**src/rtl/fetch_seq.sv**
```systemverilog
// Instruction fetch/sequencing controller: owns PC, latches IR, resolves BNE.
// Optional FETCH_HALT_EN: an all-zero instruction word parks the FSM in HALT.
module fetch_seq #(
  parameter int WORD_W = 8,
  parameter int OP_W   = 3,
  parameter logic [OP_W-1:0] OP_LOAD  = OP_W'(2),
  parameter logic [OP_W-1:0] OP_STORE = OP_W'(3),
  parameter logic [OP_W-1:0] OP_BNE   = OP_W'(6),
  localparam int A_W = WORD_W - OP_W
) (
  input  logic              clock,
  input  logic              reset,
  input  logic              run,
  output logic [A_W-1:0]    Iaddress,
  input  logic [WORD_W-1:0] Idata,
  input  logic              z_flag,
  output logic [OP_W-1:0]   opcode,
  output logic [A_W-1:0]    operand,
  output logic              exec_valid,
  output logic              mem_req,
  input  logic              mem_ack,
  output logic              busy,
  output logic              halted
);

  localparam logic [2:0] S_IDLE  = 3'd0;
  localparam logic [2:0] S_FETCH = 3'd1;
  localparam logic [2:0] S_EXEC  = 3'd2;
  localparam logic [2:0] S_MEM   = 3'd3;
  localparam logic [2:0] S_HALT  = 3'd4;

  logic [2:0]        r_state;
  logic [A_W-1:0]    r_pc;
  logic [WORD_W-1:0] r_ir;

  logic [2:0]        w_state_nxt;
  logic [A_W-1:0]    w_pc_nxt;
  logic [2:0]        w_bound;
  logic [A_W-1:0]    w_pc_inc;
  logic              w_is_mem;
  logic              w_is_bne;

  assign opcode   = r_ir[WORD_W-1:A_W];
  assign operand  = r_ir[A_W-1:0];
  assign Iaddress = r_pc;

  assign w_pc_inc = r_pc + A_W'(1);
  assign w_bound  = run ? S_FETCH : S_IDLE;
  assign w_is_mem = (opcode == OP_LOAD) || (opcode == OP_STORE);
  assign w_is_bne = (opcode == OP_BNE);

  always_comb begin
    w_state_nxt = r_state;
    w_pc_nxt    = r_pc;
    unique case (r_state)
      S_IDLE: begin
        if (run) w_state_nxt = S_FETCH;
      end
      S_FETCH: begin
        w_state_nxt = S_EXEC;
      end
      S_EXEC: begin
`ifdef FETCH_HALT_EN
        if (r_ir == '0) begin
          w_state_nxt = S_HALT;
        end else
`endif
        begin
          unique case (1'b1)
            w_is_mem: begin
              w_state_nxt = S_MEM;
            end
            w_is_bne: begin
              w_pc_nxt    = z_flag ? w_pc_inc : operand;
              w_state_nxt = w_bound;
            end
            default: begin
              w_pc_nxt    = w_pc_inc;
              w_state_nxt = w_bound;
            end
          endcase
        end
      end
      S_MEM: begin
        if (mem_ack) begin
          w_pc_nxt    = w_pc_inc;
          w_state_nxt = w_bound;
        end
      end
      S_HALT: begin
        w_state_nxt = S_HALT;
      end
      default: begin
        w_state_nxt = S_IDLE;
      end
    endcase
  end

  always_ff @(posedge clock or posedge reset) begin
    if (reset) begin
      r_state <= S_IDLE;
      r_pc    <= '0;
      r_ir    <= '0;
    end else begin
      r_state <= w_state_nxt;
      r_pc    <= w_pc_nxt;
      if (r_state == S_FETCH) r_ir <= Idata;
    end
  end

  assign exec_valid = (r_state == S_EXEC);
  assign mem_req    = (r_state == S_MEM);
  assign busy       = (r_state != S_IDLE) && (r_state != S_HALT);

`ifdef FETCH_HALT_EN
  assign halted = (r_state == S_HALT);
`else
  assign halted = 1'b0;
`endif

endmodule
```
**config.mk**
```make
export PLATFORM = sky130hd
export DESIGN_NAME = fetch_seq
export DESIGN_NICKNAME = d
export VERILOG_FILES = /design/src/rtl/fetch_seq.sv
export SDC_FILE = /design/constraint.sdc
export NUM_CORES = 1
export LEC_CHECK = 0
export ABC_AREA = 1
export CAP_MARGIN = 20
export CORE_MARGIN = 2
export CORE_UTILIZATION = 39
export DETAILED_ROUTE_END_ITERATION = 8
export GPL_ROUTABILITY_DRIVEN = 0
export PLACE_DENSITY_LB_ADDON = 0.1
export RECOVER_POWER = 50
export SYNTH_ARGS = -nofsm -noshare
export SYNTH_HDL_FRONTEND = slang
export SYNTH_SLANG_ARGS = --single-unit
export TNS_END_PERCENT = 20
```
**constraint.sdc**
```tcl
create_clock -name clock -period 1 [get_ports clock]
set_input_delay 0.1 -clock clock [delete_from_list [all_inputs] [get_ports clock]]
set_output_delay 0.1 -clock clock [all_outputs]
set_load 0.005 [all_outputs]
```
==> results.tsv <==
metric	value	unit
setup_violations	19	
synth_area	866	µm²
hold_ws	0.312	ns
crit_start	r_state[1]$_DFFE_PP0P_	
grt_pass1_wl	4.00	mm
place_area	1350	µm²
firstDrtPassIters	4	
critPathLaunchType	register	
tns	-4.00	ns
track_usage	0.208	
totalWireLength	2.47	mm
crit_type	reg2reg	
num_rows	17	
grt_pass1_vias	899	
final.period_utilization	1.27	
violations	setup timing	
drt_iter0_drc	9	
regArea	402	µm²
p_leak	0.817	nW
syn_inst	108	
numPortBuffers	28	
gr-total-overflow	0	
pin_count	30	
synth_top_area_cell	dfrtp_1	
design_power_total	4.76	mW
reg2reg_depth	8	
nNetsFinal	192	
cp.required	1.19	ns
yosysMostFrequentCell	nand2_1	
antenna_found_initial	0	
antenna_left	0	
fillers	156	
avgSynthCellArea	8.02	µm²
synth.ff_latch_count	16	
ys_async_sr_fraction	1.00	
grt_setup_unrepaired	yes	
ys_types	22	
clock_skew	0.00351	ns
n_antenna_cell	0	
cts_sinks	16	
irDropWorstVdd	1880	µV
clockRootBuffer	clkbuf_4	
slew_viol_final	0	
multi_input_area	482	µm²
wire_per_inst	12.1	µm
die_h	51.1	µm
synth-seq-area-share	0.462	
cp.arrival	1.45	ns
synth_area_leaders	dfrtp_1 (46%), nand2_1 (11%), nand3_1 (5.8%)	
fp.coreArea	2150	µm²
clkTransAtPathRegs	0.09	ns
synth_edf_count	0	
layout-drive-gt1-share	0.472	
synth_ff_type	dfrtp_1	
yosys-top-cells-count	nand2_1 (25), dfrtp_1 (16), inv_1 (13)	
reg2reg_from	r_state[1]$_DFFE_PP0P_	
crit_path_end_kind	register	
clockBufferDepth	2	
fin_area	1570	µm²
syn_nets	122	
drc_errors	0	
die_x	51.1	µm
max_cap_viol_count	0	
cts_tree	built	
period_needed	1.27	ns
synth_top_area_share	0.462	
crit_fanout	6	
finalWorstSetupSlack	-0.265	ns
timing.fmax	790	MHz
die_area	2610	µm²
outcome	complete, but fails checks	
grt_max_degree	17	
power.density	3040	nW/µm²
yosysWarnings	0	
place_inst	184	
hold_viol	0	
dp_hpwl	1.55	mm
stdcell_count	204	
syn_to_final_growth	81.1	%
htree_levels	1	
clkLatencyLatePin	0.29	ns
start_util	0.403	
viasPerCell	4.72	
hold_path.class	in2async	
vias	962	
numCtsBuffers	3	
-- cell families (layout without fill, tap and decap cells) --
group,after synthesis,count (layout),share of synthesized area
muxes,3,3,0.0390
xor gates and xnor gates,1,1,0.0101
AOI/OAI and AO/OA,8,8,0.0535
and+or+nand+nor,59,59,0.328
other,1,1,0.00433
DFF,16,16,0.462
buffers and inverters,19,87,0.0881
adders and majority gates,1,1,0.0144
-- sequential cells by signal, indices dropped and copies added (netlist names) --
signal	count
r_state	3
r_ir	8
Iaddress	5
-- metal layers --
metal	up-vias	GRT usage	wire length, µm
met3	7	0.0380	83
met5	-	0	0
met4	0	0.0811	58
li1	482	-	-
met1	452	0.260	1040
met2	21	0.353	1290
-- worst max-delay path, stage by stage (launching register included) --
cell     delay (ns)
dfrtp_2        0.40
buf_6          0.13
inv_2          0.06
nor2_4         0.12
o21ai_4        0.07
nor2_4         0.18
inv_2          0.08
nand2_1        0.07
nand2_1        0.04
-- final timing paths --
kind                                           endpoint  slack [ns]
worst min-delay path                r_ir[4]$_DFFE_PP0N_        0.31
min in group clock                  r_ir[5]$_DFFE_PP0N_        0.39
worst max-delay path            Iaddress[2]$_DFFE_PP0P_       -0.27
worst min register to register      r_ir[4]$_DFFE_PP0N_        0.56
max in group asynchronous        r_state[1]$_DFFE_PP0P_        0.37
worst max register to register  Iaddress[2]$_DFFE_PP0P_       -0.27
-- stage by stage --
stage                     utilization  setup slack (ns)
after floorplan                     -           -0.0339
after global placement          0.627            -0.178
after detailed placement        0.627            -0.189
after CTS                       0.730            -0.217
after global routing            0.730            -0.362
final                           0.730            -0.265
-- cells in the final DEF, fill, tap and decap left out, drive strengths merged --
master,Yosys,layout
a21oi,5,5
dfrtp,16,16
o21bai,1,1
nand4,2,2
dlygate4sd3,0,1
nand2,25,25
ha,1,1
o21ai,2,2
mux2,3,3
nand3b,3,3
nor2,15,15
inv,17,17
clkbuf,0,17
buf,2,41
clkdlybuf4s50,0,11
or2,1,1
conb,1,1
nand3,13,13
xnor2,1,1
-- power breakdown --
group / switching [mW] / internal, mW / leakage [nW]
logic: 1.49 / 1.81 / 0.613
registers: 0.174 / 0.949 / 0.190
clock network: 0.200 / 0.140 / 0.0138
-- area by class of cell --
cell class                      count  share of cell area
Tap cell                           28              0.0223
Multi-Input combinational cell     73               0.307
Timing Repair Buffer               67               0.359
Clock buffer                        3              0.0144
Inverter                           17              0.0407
Sequential cell                    16               0.256
-- what timing repair did --
action	4_1_cts	5_1_grt
setup endpoints to repair	31	31
pin swaps	11	2
gates resized for setup	64	22
buffers inserted	20	0
hold buffers	0	0
cloned	0	1
Power figures use the tool's default switching activity.
